--- src/rtl/if_stage.sv ---
`default_nettype none
// ============================================================================
//  Module   : if_stage
//  Purpose  : Instruction-fetch stage for the educational RV32 core. Holds the
//             fetch PC, issues word requests to instruction memory with up to
//             FIFO_DEPTH requests in flight, buffers in-order responses with
//             their PCs and hands them to decode over valid/ready. Branch and
//             jump redirects flush everything fetched on the wrong path.
//  Ports    : clk, rst_n            - clock, asynchronous active-low reset
//             pc_sel                - 00 PC_PLUS_4, 01 PC_BRANCH, 10 PC_JUMP,
//                                     11 behaves as PC_PLUS_4
//             branch_target         - redirect target for PC_BRANCH
//             jump_target           - redirect target for PC_JUMP
//             imem_req_*            - word fetch request (valid/ready/addr)
//             imem_rsp_*            - in-order fetch response (valid/data)
//             instr_valid/ready     - handshake towards decode
//             instr_data/instr_pc   - instruction and PC at buffer head
//  Revision : 1.0 - initial release
// ============================================================================
module if_stage #(
    parameter int              XLEN       = 32,
    parameter logic [XLEN-1:0] RESET_PC   = '0,
    parameter int              FIFO_DEPTH = 2
) (
    input  logic            clk,
    input  logic            rst_n,
    input  logic [1:0]      pc_sel,
    input  logic [XLEN-1:0] branch_target,
    input  logic [XLEN-1:0] jump_target,
    output logic            imem_req_valid,
    input  logic            imem_req_ready,
    output logic [XLEN-1:0] imem_req_addr,
    input  logic            imem_rsp_valid,
    input  logic [31:0]     imem_rsp_data,
    output logic            instr_valid,
    input  logic            instr_ready,
    output logic [31:0]     instr_data,
    output logic [XLEN-1:0] instr_pc
);

    localparam logic [1:0] c_PC_PLUS_4 = 2'b00;
    localparam logic [1:0] c_PC_BRANCH = 2'b01;
    localparam logic [1:0] c_PC_JUMP   = 2'b10;

    localparam int PTR_W  = (FIFO_DEPTH > 1) ? $clog2(FIFO_DEPTH) : 1;
    localparam int CNT_W  = $clog2(FIFO_DEPTH + 1);
    localparam int CNT_W1 = CNT_W + 1;

    localparam logic [PTR_W-1:0]  c_PTR_LAST   = PTR_W'(FIFO_DEPTH - 1);
    localparam logic [CNT_W1-1:0] c_DEPTH      = CNT_W1'(FIFO_DEPTH);
    localparam logic [XLEN-1:0]   c_ALIGN_MASK = ~XLEN'(3);
    localparam logic [XLEN-1:0]   c_PC_STEP    = XLEN'(4);

    // ------------------------------------------------------------------
    // State
    // ------------------------------------------------------------------
    logic [XLEN-1:0]  r_fetch_pc;
    logic [CNT_W-1:0] r_outstanding;
    logic [CNT_W-1:0] r_drop;

    logic [XLEN-1:0]  r_tag_mem [FIFO_DEPTH];
    logic [PTR_W-1:0] r_tag_wr;
    logic [PTR_W-1:0] r_tag_rd;

    logic [XLEN-1:0]  r_out_pc   [FIFO_DEPTH];
    logic [31:0]      r_out_data [FIFO_DEPTH];
    logic [PTR_W-1:0] r_out_wr;
    logic [PTR_W-1:0] r_out_rd;
    logic [CNT_W-1:0] r_out_count;

    // ------------------------------------------------------------------
    // Combinational control
    // ------------------------------------------------------------------
    logic              w_redirect;
    logic [XLEN-1:0]   w_target;
    logic              w_pop;
    logic              w_accept;
    logic              w_rsp_keep;
    logic [CNT_W1-1:0] w_used;
    logic [XLEN-1:0]   w_tag_head;

    function automatic logic [PTR_W-1:0] ptr_inc(input logic [PTR_W-1:0] p);
        return (p == c_PTR_LAST) ? '0 : p + 1'b1;
    endfunction

    always_comb begin
        w_redirect = 1'b0;
        w_target   = branch_target;
        case (pc_sel)
            c_PC_BRANCH: begin
                w_redirect = 1'b1;
                w_target   = branch_target;
            end
            c_PC_JUMP: begin
                w_redirect = 1'b1;
                w_target   = jump_target;
            end
            c_PC_PLUS_4: w_redirect = 1'b0;
            default:     w_redirect = 1'b0;
        endcase
    end

    assign instr_valid = (r_out_count != '0);
    assign instr_data  = r_out_data[r_out_rd];
    assign instr_pc    = r_out_pc[r_out_rd];
    assign w_pop       = instr_valid && instr_ready;
    assign w_tag_head  = r_tag_mem[r_tag_rd];

    // Credits: every slot is either in flight or buffered. An entry leaving
    // to decode this cycle frees its slot immediately (combinational from
    // instr_ready) so a depth-2 buffer sustains one fetch per cycle at L=1.
    assign w_used = {1'b0, r_outstanding} + {1'b0, r_out_count}
                  - {{CNT_W{1'b0}}, w_pop};

    // rst_n gates the request so nothing is offered while held in reset.
    assign imem_req_valid = rst_n && !w_redirect && (w_used < c_DEPTH);
    assign imem_req_addr  = r_fetch_pc;
    assign w_accept       = imem_req_valid && imem_req_ready;

    // A response arriving in a redirect cycle is already stale.
    assign w_rsp_keep = imem_rsp_valid && !w_redirect && (r_drop == '0);

    // ------------------------------------------------------------------
    // Fetch PC, outstanding and drop counters
    // ------------------------------------------------------------------
    always_ff @(posedge clk or negedge rst_n) begin
        if (!rst_n) begin
            r_fetch_pc    <= RESET_PC;
            r_outstanding <= '0;
            r_drop        <= '0;
        end else begin
            if (w_redirect) begin
                r_fetch_pc <= w_target & c_ALIGN_MASK;
            end else if (w_accept) begin
                r_fetch_pc <= r_fetch_pc + c_PC_STEP;
            end

            case ({w_accept, imem_rsp_valid})
                2'b10:   r_outstanding <= r_outstanding + 1'b1;
                2'b01:   r_outstanding <= r_outstanding - 1'b1;
                default: r_outstanding <= r_outstanding;
            endcase

            // Everything still in flight after this cycle belongs to the
            // wrong path; a coincident response is discarded directly.
            if (w_redirect) begin
                r_drop <= r_outstanding - CNT_W'(imem_rsp_valid);
            end else if (imem_rsp_valid && (r_drop != '0)) begin
                r_drop <= r_drop - 1'b1;
            end
        end
    end

    // ------------------------------------------------------------------
    // PC tag FIFO: one entry per request in flight
    // ------------------------------------------------------------------
    always_ff @(posedge clk or negedge rst_n) begin
        if (!rst_n) begin
            for (int i = 0; i < FIFO_DEPTH; i++) begin
                r_tag_mem[i] <= '0;
            end
            r_tag_wr <= '0;
            r_tag_rd <= '0;
        end else begin
            if (w_accept) begin
                r_tag_mem[r_tag_wr] <= r_fetch_pc;
                r_tag_wr            <= ptr_inc(r_tag_wr);
            end
            if (imem_rsp_valid) begin
                r_tag_rd <= ptr_inc(r_tag_rd);
            end
        end
    end

    // ------------------------------------------------------------------
    // Output FIFO of {pc, instr}; the head is presented to decode
    // ------------------------------------------------------------------
    always_ff @(posedge clk or negedge rst_n) begin
        if (!rst_n) begin
            for (int i = 0; i < FIFO_DEPTH; i++) begin
                r_out_pc[i]   <= '0;
                r_out_data[i] <= '0;
            end
            r_out_wr    <= '0;
            r_out_rd    <= '0;
            r_out_count <= '0;
        end else if (w_redirect) begin
            // A pop in this cycle has already completed its handshake.
            r_out_wr    <= '0;
            r_out_rd    <= '0;
            r_out_count <= '0;
        end else begin
            if (w_rsp_keep) begin
                r_out_pc[r_out_wr]   <= w_tag_head;
                r_out_data[r_out_wr] <= imem_rsp_data;
                r_out_wr             <= ptr_inc(r_out_wr);
            end
            if (w_pop) begin
                r_out_rd <= ptr_inc(r_out_rd);
            end
            case ({w_rsp_keep, w_pop})
                2'b10:   r_out_count <= r_out_count + 1'b1;
                2'b01:   r_out_count <= r_out_count - 1'b1;
                default: r_out_count <= r_out_count;
            endcase
        end
    end

endmodule
`default_nettype wire
--- config.mk ---
export PLATFORM = sky130hd
export DESIGN_NAME = if_stage
export DESIGN_NICKNAME = d
export VERILOG_FILES = /design/src/rtl/if_stage.sv
export SDC_FILE = /design/constraint.sdc
export NUM_CORES = 1
export LEC_CHECK = 0
export BUFFER_PORTS_ARGS = -buffer_cell sky130_fd_sc_hd__buf_4
export CORE_AREA = 2 2 158 145
export CTS_CLUSTER_SIZE = 20
export DETAILED_ROUTE_END_ITERATION = 12
export DIE_AREA = 0 0 160 147
export GPL_TIMING_DRIVEN = 0
export HOLD_SLACK_MARGIN = 0.08
export MAX_ROUTING_LAYER = met4
export PLACE_DENSITY = 0.76
export SLEW_MARGIN = 20
export SYNTH_ARGS = -nofsm -noshare
export SYNTH_HDL_FRONTEND = slang
export SYNTH_SLANG_ARGS = --single-unit
--- constraint.sdc ---
create_clock -name clk -period 3.5 [get_ports clk]
set_input_delay 0.875 -clock clk [delete_from_list [all_inputs] [get_ports clk]]
set_output_delay 0.875 -clock clk [all_outputs]
set_load 0.02 [all_outputs]
## Word level (Yosys, flattened, before mapping)

Cells that the tools add are included.

| word-level totals | value |
|---|---|
| register bits after elaboration | 234 |
| input bits | 103 |

| cells by class | value |
|---|---|
| add/sub/neg operators | 13 |
| $lt $le $gt $ge | 7 |
| eq/ne operators | 6 |
| muxes and demuxes | 33 |
| bitwise gates (word level) | 5 |
| reductions and logical operators | 21 |

Operators with widths:

| kind | count |
|---|---|
| 32-bit two-way mux | 14 |
| 64-bit bitwise mux | 3 |
| 32-bit demux with 1-bit select | 2 |
| 32-bit by 3-bit adder with 32-bit output (second input constant) | 1 |
| 2-bit nonzero test | 7 |
| 1-bit logical AND | 9 |
| 1-bit two-way mux | 9 |
| 2-bit greater-or-equal comparator (second input constant) | 4 |
| 1-bit inverter with 2-bit output | 4 |
| 2-bit one-hot mux with 2 select lines | 2 |
| 2-bit by 1-bit equality test with 1-bit output (second input constant) | 3 |
| 2-bit equality test (second input constant) | 3 |
| 2-bit two-way mux | 3 |
| 2-bit by 1-bit subtractor with 2-bit output (second input constant) | 3 |
| 1-bit adder (second input constant) | 4 |
| 2-bit by 1-bit adder with 2-bit output (second input constant) | 2 |
| 2-bit by 1-bit less-than comparator with 1-bit output (second input constant) | 2 |
| 2-bit by 2-bit adder with 3-bit output | 1 |
| 3-bit by 2-bit less-than comparator with 1-bit output (second input constant) | 1 |
| 3-bit nonzero test | 1 |
| 3-bit by 1-bit subtractor with 3-bit output | 1 |
| 2-bit logical NOT | 1 |
| 2-bit AND reduction | 1 |
| 2-bit OR reduction | 1 |
| other kinds (3) | 3 |

## Depth between registers and ports, before layout

Gate-level depths: netlist (run 1).

| depth | value |
|---|---|
| depth in word-level cells | 9 |
| depth in mapped cells | 12 |

## Worst setup path before layout (run 1)

OpenSTA, ideal clock, no wires.

| timing path | value |
|---|---|
| path kind | input-to-reg |
| from | in instr_ready |
| to | reg r_fetch_pc[24] (netlist: imem_req_addr[24]) |
| library setup time | 0.082 ns |
| arrival | 3.457 ns |
| setup slack | -0.039 ns |
| stages on the path | 10 |
| path buffers | 1 |
| cells stage by stage | o21ai_0 > inv_1 > ha_1 > nand2b_1 > fa_1 > nand4_1 > or4_1 > clkbuf_1 > or4_1 > a31oi_1 |

| between the ends | value |
|---|---|
| longest elaborated chain between the ends | 6 |

RTL lines:

| element | RTL line | RTL |
|---|---|---|
| start: declaration | 36 | `input logic instr_ready,` |
| 1-bit logical AND | 106 | `assign w_pop = instr_valid && instr_ready;` |
| 3-bit by 1-bit subtractor with 3-bit output | 113 | `- {{CNT_W{1'b0}}, w_pop};` |
| 3-bit by 2-bit less-than comparator with 1-bit output | 116 | `assign imem_req_valid = rst_n && !w_redirect && (w_used < c_DEPTH);` |
| 1-bit logical AND | 116 |  |
| 1-bit logical AND | 118 | `assign w_accept = imem_req_valid && imem_req_ready;` |
| 2-bit nonzero test (no source line) | - |  |
| end signal: assignment | 133 | `r_fetch_pc <= w_target & c_ALIGN_MASK;` |
| end signal: assignment | 135 | `r_fetch_pc <= r_fetch_pc + c_PC_STEP;` |
| end: declaration | 57 | `logic [XLEN-1:0] r_fetch_pc;` |

No other way between the ends.
A chain may end at the register's enable or synchronous reset.

## Worst setup path in the final report (run 1)

| timing path | value |
|---|---|
| from | reg r_out_count[0] |
| to | out imem_req_valid |

| between the ends | value |
|---|---|
| longest elaborated chain between the ends | 5 |
| elaborated cells on any way between the ends | 6 |

RTL lines:

| element | RTL line | RTL |
|---|---|---|
| start: declaration | 69 | `logic [CNT_W-1:0] r_out_count;` |
| start signal: assignment | 202 | `2'b10: r_out_count <= r_out_count + 1'b1;` |
| start signal: assignment | 203 | `2'b01: r_out_count <= r_out_count - 1'b1;` |
| start signal: assignment | 204 | `default: r_out_count <= r_out_count;` |
| parallel branches: the longest is 2 deep, another holds 2-bit by 2-bit adder with 3-bit output | - |  |
| 3-bit by 1-bit subtractor with 3-bit output (*) | 113 |  |
| 3-bit by 2-bit less-than comparator with 1-bit output (*) | 116 |  |
| 1-bit logical AND (*) | 116 |  |
| end: declaration | 30 | `output logic imem_req_valid,` |

Mark *: on every way between the ends.

==> impl_table.tex, run 1 <==
\begin{tabular}{lr}
\hline
Metric & Value \\
\hline
\multicolumn{2}{l}{\textbf{Status}} \\
Result of the run & finished, final reports clean \\
\multicolumn{2}{l}{\textbf{Synth}} \\
Most frequent cell after synthesis & sky130\_fd\_sc\_hd\_\_dfrtp\_1 \\
Post-Synthesis Mean Instance Area & 11.78 um2 \\
Share of async-settable or async-resettable flops after synthesis & 1.000 \\
Cell count after synthesis & 897 \\
Main flop type after synthesis & sky130\_fd\_sc\_hd\_\_dfrtp\_1 \\
Number of synthesized register bits & 224 \\
Most instantiated cells after synthesis & sky130\_fd\_sc\_hd\_\_dfrtp\_1, sky130\_fd\_sc\_hd\_\_mux2\_2, sky130\_fd\_sc\_hd\_\_nand2\_1 \\
Warnings from Yosys & 0 \\
Part of the Yosys area used for sequential elements & 0.5304 \\
Synth cell types & 39 \\
Synthesized area & 0.01057 mm2 \\
Most area-consuming cells after synthesis & sky130\_fd\_sc\_hd\_\_dfrtp\_1, sky130\_fd\_sc\_hd\_\_mux2\_2, sky130\_fd\_sc\_hd\_\_mux2i\_1 \\
Area leader, netlist & sky130\_fd\_sc\_hd\_\_dfrtp\_1 \\
Area share of the largest cell type after synthesis & 0.5304 \\
Number of enable-type register cells in the synthesized netlist & 0 \\
\multicolumn{2}{l}{\textbf{Power and ir drop}} \\
Power density of the placed cells & 816.3 mW/mm2 \\
Pwr Total & 10.98 mW \\
Internal power component & 7.260 mW \\
Power dissipated by switching net loads & 3.715 mW \\
Leakage power total & 6.171 nW \\
Switching Fraction & 0.3385 \\
Clock network fraction of total power & 0.245 \\
Maximum ir drop on the vdd rail & 0.0004190 V \\
Share of total power in combinational logic & 0.372 \\
Sequential share of power & 0.383 \\
\multicolumn{2}{l}{\textbf{Worst setup path}} \\
Startpoint type of the worst setup path & register \\
Minimum setup slack among reg-to-reg paths & 0.17 ns \\
CP endpoint kind & output pin \\
Kind of critical path & reg -> out \\
Endpoint of the worst register-to-register path & imem\_req\_addr[20] \\
Reg-to-reg startpoint & r\_out\_count[0] \\
Critical path data arrival time & 2.58 ns \\
Reg2Reg Depth & 11 \\
Crit-path max FO & 4 \\
Data required, critical path & 2.62 ns \\
\multicolumn{2}{l}{\textbf{Place}} \\
Total placed instance area & 0.01247 mm2 \\
Worst slack after detailed placement & -0.5077 ns \\
HPWL reported at the end of detailed placement & 18.35 mm \\
Placed cells & 1,391 \\
Routability congestion estimate from global placement & 0.8540 \\
Quantity of I/O buffers inserted on ports & 192 \\
\multicolumn{2}{l}{\textbf{Global route}} \\
Global-route wire length before repair & 41.62 mm \\
Number of antenna violations at the first check in global routing & 0 \\
Overflow after GRT & 0 \\
Maximum number of pins on one net before global-route repair & 101 \\
Overall Global Routing Usage & 0.2259 \\
Vias in the first global route & 7,841 \\
\multicolumn{2}{l}{\textbf{Finish}} \\
Post-route insts no fill & 1,441 \\
Relative area change from synthesis to final layout & 27.22\% \\
Count of filler cells inserted in the layout & 1,784 \\
Share of the core filled with cells & 0.6114 \\
Layout cell share with drive strength beyond 1 & 0.3960 \\
Antenna diode count & 0 \\
Final non-filler cell area & 0.01345 mm2 \\
Post-layout net count & 1,237 \\
\multicolumn{2}{l}{\textbf{Flow run}} \\
Total of max-cap violations & 0 \\
\multicolumn{2}{l}{\textbf{Timing}} \\
Maximum clock skew at final layout & 0.006164 ns \\
Worst-case hold slack & 0.2402 ns \\
Number of endpoints with negative hold slack in the final report & 0 \\
Highest Clock Rate & 289.3 MHz \\
Final count of pins violating max slew & 0 \\
Setup slack of the critical path after layout & 0.04350 ns \\
Total of endpoints with negative setup slack in the final report & 0 \\
Relative max-transition margin & 0.4531 \\
Tcrit/Tclk final & 0.9876 \\
Measured slew at the worst slew-check pin & 0.8135 ns \\
Total Negative Setup Slacks & 0 ns \\
Minimum clock period after layout & 3.457 ns \\
\multicolumn{2}{l}{\textbf{Floorplanning}} \\
Overall die area & 0.02352 mm2 \\
Count of standard-cell rows & 52 \\
Chip height & 147 um \\
Initial cell density of the core & 0.4806 \\
Area of the core & 0.02199 mm2 \\
Die width & 160 um \\
Ports placed on the boundary & 201 \\
\multicolumn{2}{l}{\textbf{Clock tree}} \\
Root cell of the clock tree & sky130\_fd\_sc\_hd\_\_clkbuf\_16 \\
Number of clock buffers inserted by TritonCTS & 25 \\
TritonCTS clock tree & yes \\
Max H-tree Level & 1 \\
Post-CTS clock slew at the launch and capture registers of the worst setup and hold paths & 0.06 ns \\
CTS Sinks & 224 \\
Number of hold buffers added after CTS & 0 \\
Buffers from clock root to sink, at most & 3 \\
Latest clock arrival within the worst-skew pair & 0.51 ns \\
\multicolumn{2}{l}{\textbf{Detailed routing}} \\
Post-Route WL & 26.21 mm \\
Detailed Routing Iterations Pass 1 & 5 \\
Count of antenna-violating nets left after detailed routing & 0 \\
Total via count after detailed routing & 7,861 \\
First DRT Iteration DRCs & 658 \\
Post-route DRC violation count & 0 \\
Routed wire length per instance & 18.19 um \\
Number of vias per cell & 5.455 \\
\multicolumn{2}{l}{\textbf{Min path}} \\
Worst min-delay path class & in -> async \\
\hline
\end{tabular}
==> cell type report <==
type	count	area (um2)	share of cell area
inverters	11	41.29	0.003071
repair buffers	199	1563	0.1162
clock inverters	8	93.84	0.006979
plain buffers	68	281.5	0.02094
clock buffers	37	770.7	0.05732
flip-flops and latches	224	5605	0.4169
well taps	297	371.6	0.02764
multi-input cells	597	4718	0.3509
==> how the worst max path moves through the flow <==
stage / from / endpoint / cells past startpoint
final: r_out_count[0] / imem_req_valid / 8
after CTS: rst_n / imem_req_valid / 6
after global routing: r_out_count[0] / imem_req_valid / 8
after global placement: rst_n / imem_req_addr[12] / 7
after detailed placement: instr_ready / r_tag_mem[6] / 11
after floorplan: instr_ready / imem_req_addr[24] / 10
==> critical path, cell delays in order, from the launching register on <==
cell                       delay (ns)
sky130_fd_sc_hd__dfrtp_1         0.42
sky130_fd_sc_hd__o21ai_2         0.21
sky130_fd_sc_hd__inv_2           0.06
sky130_fd_sc_hd__ha_4            0.21
sky130_fd_sc_hd__nand2b_4        0.14
sky130_fd_sc_hd__fa_2            0.63
sky130_fd_sc_hd__nand3_2         0.11
sky130_fd_sc_hd__nor2_4          0.16
sky130_fd_sc_hd__buf_6           0.13
==> power groups by stage <==
| stage | combinational (mW) | sequential [mW] | clock [mW] |
|---|---|---|---|
| 2_1_floorplan | 2.61 | 4.11 | 0 |
| 3_3_place_gp | 3.89 | 4.17 | 0 |
| 3_5_place_dp | 3.97 | 4.23 | 0 |
| 4_1_cts | 4.06 | 4.19 | 2.74 |
| 5_1_grt | 4.42 | 4.33 | 2.86 |
| 6_report | 4.08 | 4.20 | 2.69 |
==> kinds of logic (layout without fill, tap and decap cells) <==
logic type / Yosys count / in the layout / share of synthesized area
AND/OR/NAND/NOR: 197 / 197 / 0.09518
XOR/XNOR: 20 / 20 / 0.01657
buffers and inverters: 79 / 323 / 0.03031
multiplexers: 227 / 227 / 0.2371
flip-flops: 224 / 224 / 0.5304
other: 1 / 4 / 0.0003548
adder cells (fa/ha/maj): 8 / 8 / 0.01018
AO/OA/AOI/OAI: 141 / 141 / 0.07991
==> per-layer routing <==
metal	GRT usage	part of all wire	vias up
met5	-	0	-
met4	0.05856	0.020	0
met3	0.03501	0.072	43
met2	0.3519	0.47	296
met1	0.3127	0.44	3835
li1	-	-	3687
==> cell usage in the layout, fill, tap and decap left out, drive strengths merged, types with 15 or more instances in the layout <==
| cell | Yosys | routed |
|---|---|---|
| dfrtp | 224 | 224 |
| buf | 21 | 219 |
| mux2 | 187 | 187 |
| clkbuf | 47 | 85 |
| nand2 | 79 | 79 |
| o21ai | 68 | 68 |
| mux2i | 40 | 40 |
| a211oi | 27 | 27 |
| nor2b | 21 | 21 |
| a21oi | 15 | 15 |
| nand3 | 15 | 15 |
==> sequential cells by signal (all words and copies together) (netlist names) <==
signal and flops:
imem_req_addr 30, r_drop 2, r_out_count 2, r_out_data 64
r_out_pc 60, r_out_rd 1, r_out_wr 1, r_outstanding 2
r_tag_mem 60, r_tag_rd 1, r_tag_wr 1
==> repair_timing <==
action	CTS	global route
pin swaps	2	4
setup buffers	1	3
resized for setup	6	6
endpoints found under the setup margin	11	8
cloned	0	1
No activity file was read; power rests on OpenSTA's default activity.
==> run 2: changes to the inputs <==
--- a/config.mk
+++ b/config.mk
@@ -6,14 +6,16 @@
 export NUM_CORES = 1
 export LEC_CHECK = 0
 export BUFFER_PORTS_ARGS = -buffer_cell sky130_fd_sc_hd__buf_4
-export CORE_AREA = 2 2 158 145
+export CELL_PAD_IN_SITES_DETAIL_PLACEMENT = 1
+export CELL_PAD_IN_SITES_GLOBAL_PLACEMENT = 2
+export CORE_AREA = 2 2 177 162
 export CTS_CLUSTER_SIZE = 20
 export DETAILED_ROUTE_END_ITERATION = 12
-export DIE_AREA = 0 0 160 147
+export DIE_AREA = 0 0 179 164
 export GPL_TIMING_DRIVEN = 0
 export HOLD_SLACK_MARGIN = 0.08
 export MAX_ROUTING_LAYER = met4
-export PLACE_DENSITY = 0.76
+export PLACE_DENSITY = 0.89
 export SLEW_MARGIN = 20
 export SYNTH_ARGS = -nofsm -noshare
 export SYNTH_HDL_FRONTEND = slang
==> constraint.sdc (replaced) <==
create_clock -name clk -period 4.4 [get_ports clk]
set_input_delay 1.1 -clock clk [delete_from_list [all_inputs] [get_ports clk]]
set_output_delay 1.1 -clock clk [all_outputs]
set_load 0.02 [all_outputs]
==> run 2 against run 1 <==
  * Clock power is 22% lower
  * Power shrank 21%
  * Sequential power decreased by 20%
  * Sequential cell count stayed put
  * First-iteration DRC count is 38% lower
  * Non-clock buffer count decreased by 4
  * Clock skew is 0.0035 ns higher
  * Global-route usage decreased by 1.6 points
  * Cell area shrank 0.49%
  * Critical path type is now in -> out
  * Critical endpoint unchanged
==> impl_table.tex, run 2 (synthesis results as in run 1) <==
\begin{tabular}{lr}
\hline
Metric & Value \\
\hline
\multicolumn{2}{l}{\textbf{Status}} \\
Result of the run & finished, final reports clean \\
\multicolumn{2}{l}{\textbf{Finish}} \\
Antenna diode count & 0 (unchanged) \\
Number of flip-flops under the largest register name & 64 (unchanged) \\
Register with the highest flop count & r\_out\_data \\
Final non-filler cell area & 0.01338 mm2 (-0.49\%) \\
Layout cell share with drive strength beyond 1 & 0.3825 (-0.01352) \\
Commonest non-fill, non-tap cells in the layout & sky130\_fd\_sc\_hd\_\_dfrtp\_1, sky130\_fd\_sc\_hd\_\_buf\_4, sky130\_fd\_sc\_hd\_\_mux2\_2 \\
Most common cell after layout, fill and taps aside & sky130\_fd\_sc\_hd\_\_dfrtp\_1 \\
Leading registers by flop count & r\_out\_data x64, r\_out\_pc x60, r\_tag\_mem x60 \\
Share of the core filled with cells & 0.4864 (-0.1250) \\
Relative area change from synthesis to final layout & 26.59\% \\
Post-layout net count & 1,233 (-0.32\%) \\
Count of filler cells inserted in the layout & 2,952 (+65\%) \\
\multicolumn{2}{l}{\textbf{Clock tree}} \\
Number of buffers inserted to repair setup after CTS & 0 (-1) \\
Latest clock arrival within the worst-skew pair & 0.52 ns (about the same) \\
Post-CTS clock slew at the launch and capture registers of the worst setup and hold paths & 0.06 ns (about the same) \\
Number of clock buffers inserted by TritonCTS & 25 (unchanged) \\
TritonCTS clock tree & yes \\
CTS Sinks & 224 (unchanged) \\
Buffers from clock root to sink, at most & 3 (unchanged) \\
Number of hold buffers added after CTS & 0 (unchanged) \\
Root cell of the clock tree & sky130\_fd\_sc\_hd\_\_clkbuf\_16 \\
Max H-tree Level & 1 (unchanged) \\
\multicolumn{2}{l}{\textbf{Global route}} \\
Maximum number of pins on one net before global-route repair & 100 (-0.99\%) \\
Overall Global Routing Usage & 0.2104 (-0.01552) \\
Number of antenna violations at the first check in global routing & 0 (unchanged) \\
Global-route wire length before repair & 47.09 mm (+13\%) \\
Overflow after GRT & 0 (unchanged) \\
Vias in the first global route & 8,536 (+8.9\%) \\
\multicolumn{2}{l}{\textbf{Worst setup path}} \\
Endpoint of the worst register-to-register path & imem\_req\_addr[12] \\
Crit-path max FO & 9 (+5) \\
Worst Setup SP & instr\_ready \\
Critical path data arrival time & 3.09 ns (+0.51 ns) \\
Data required, critical path & 3.30 ns (+0.68 ns) \\
Reg2Reg Depth & 11 (unchanged) \\
CP Capture Point & imem\_req\_valid \\
Reg-to-reg startpoint & r\_out\_count[0] \\
Startpoint type of the worst setup path & primary input \\
Kind of critical path & in -> out \\
Minimum setup slack among reg-to-reg paths & 0.69 ns (+0.52 ns) \\
CP endpoint kind & output pin \\
\multicolumn{2}{l}{\textbf{Power and ir drop}} \\
Internal power component & 5.660 mW (-22\%) \\
Power dissipated by switching net loads & 3.046 mW (-18\%) \\
Sequential share of power & 0.386 (+0.003) \\
Switching Fraction & 0.3499 (+0.01140) \\
Share of total power in combinational logic & 0.374 (+0.002) \\
Maximum ir drop on the vdd rail & 0.0002853 V (-32\%) \\
Power density of the placed cells & 650.7 mW/mm2 (-20\%) \\
Leakage power total & 6.101 nW (-1.1\%) \\
Clock network fraction of total power & 0.240 (-0.005) \\
\multicolumn{2}{l}{\textbf{Flow run}} \\
Total of max-cap violations & 0 (unchanged) \\
\multicolumn{2}{l}{\textbf{Timing}} \\
Total of endpoints with negative setup slack in the final report & 0 (unchanged) \\
Maximum clock skew at final layout & 0.009702 ns (+0.003538 ns) \\
Measured slew at the worst slew-check pin & 0.9393 ns (+0.1258 ns) \\
Final count of pins violating max slew & 0 (unchanged) \\
Relative max-transition margin & 0.3738 (-0.07934) \\
Number of endpoints with negative hold slack in the final report & 0 (unchanged) \\
Tcrit/Tclk final & 0.9515 \\
Minimum clock period after layout & 4.187 ns \\
Unrepaired setup endpoints after global routing & no \\
Setup slack of the critical path after layout & 0.2135 ns (+0.1700 ns) \\
Worst-case hold slack & 0.4370 ns (+0.1969 ns) \\
Highest Clock Rate & 238.9 MHz \\
\multicolumn{2}{l}{\textbf{Floorplanning}} \\
Ports placed on the boundary & 201 (unchanged) \\
Area of the core & 0.02750 mm2 (+25\%) \\
Initial cell density of the core & 0.3843 (-0.09633) \\
Count of standard-cell rows & 58 (+12\%) \\
Chip height & 164 um (+12\%) \\
Overall die area & 0.02936 mm2 (+25\%) \\
Die width & 179 um (+12\%) \\
\multicolumn{2}{l}{\textbf{Place}} \\
HPWL reported at the end of detailed placement & 21.42 mm (+17\%) \\
Worst slack after detailed placement & -0.1490 ns (+0.3587 ns) \\
Quantity of I/O buffers inserted on ports & 192 (unchanged) \\
Routability congestion estimate from global placement & 0.7946 (-7.0\%) \\
Total placed instance area & 0.01255 mm2 (+0.64\%) \\
\multicolumn{2}{l}{\textbf{Detailed routing}} \\
Routed wire length per instance & 19.92 um (+9.5\%) \\
First DRT Iteration DRCs & 409 (-38\%) \\
Detailed Routing Iterations Pass 1 & 4 (-1) \\
Post-route DRC violation count & 0 (unchanged) \\
Number of vias per cell & 5.299 (-2.9\%) \\
Total via count after detailed routing & 7,949 (+1.1\%) \\
Post-Route WL & 29.87 mm (+14\%) \\
Count of antenna-violating nets left after detailed routing & 0 (unchanged) \\
\multicolumn{2}{l}{\textbf{Min path}} \\
Worst min-delay path class & in -> async \\
\hline
\end{tabular}
-- run 2: worst min-delay path by stage --
stage                      start              to  slack (ns)  depth (start not counted)
detailed placement  r_out_pc[28]    r_out_pc[28]        0.47                          2
floorplan           r_out_pc[10]    r_out_pc[10]        0.44                          2
finish                     rst_n  r_out_data[18]        0.44                          1
global route               rst_n  r_out_data[19]        0.44                          1
global placement     r_out_pc[8]     r_out_pc[8]        0.46                          2
CTS                        rst_n  r_out_data[18]        0.42                          1
-- run 2: area by class of cell --
class                   instances  area [um2]  area share
clock buffers                  36       716.9     0.05359
flip-flops and latches        224        5605      0.4190
well taps                     360       450.4     0.03367
inverters                      11       41.29    0.003086
plain buffers                  68       279.0     0.02085
repair buffers                195        1509      0.1128
clock inverters                 9       108.9    0.008136
multi-input cells             597        4668      0.3489
-- run 2: critical path, stage by stage --
cell and delay (ns):
sky130_fd_sc_hd__buf_4 0.13, sky130_fd_sc_hd__o21ai_1 0.23, sky130_fd_sc_hd__inv_1 0.08, sky130_fd_sc_hd__ha_1 0.27
sky130_fd_sc_hd__nand2b_1 0.16, sky130_fd_sc_hd__fa_1 0.44, sky130_fd_sc_hd__xnor2_2 0.40, sky130_fd_sc_hd__nor2_1 0.09
sky130_fd_sc_hd__buf_4 0.17
-- run 2: power groups by stage --
stage	Combinational (mW)	Sequential (mW)	Clock [mW]
after detailed placement	3.24	3.38	0
after floorplan	2.08	3.26	0
after global routing	3.55	3.46	2.21
final	3.25	3.36	2.09
after CTS	3.30	3.36	2.14
after global placement	3.14	3.31	0
-- run 2: what timing repair did --
item / in CTS / in global routing
hold endpoints to repair: 0 / 0
gates resized for setup: 1 / 1
cloned: 0 / 0
endpoints found under the setup margin: 1 / 1
-- run 2: metal layers --
layer | track usage | vias up | wire length (um)
li1 | - | 3681 | -
met1 | 0.2783 | 4030 | 13490
met2 | 0.3446 | 206 | 14260
met3 | 0.03403 | 32 | 1651
met4 | 0.04028 | 0 | 471
met5 | - | - | 0
-- run 2: through the flow --
step | total power, mW | cells | TNS, ns
after global routing | 9.219 | 1500 | 0
after detailed placement | 6.616 | 1455 | -1.404
after floorplan | 5.342 | 900 | 0
after CTS | 8.795 | 1500 | 0
final | 8.706 | 1500 | 0
after global placement | 6.456 | 1452 | -59.95
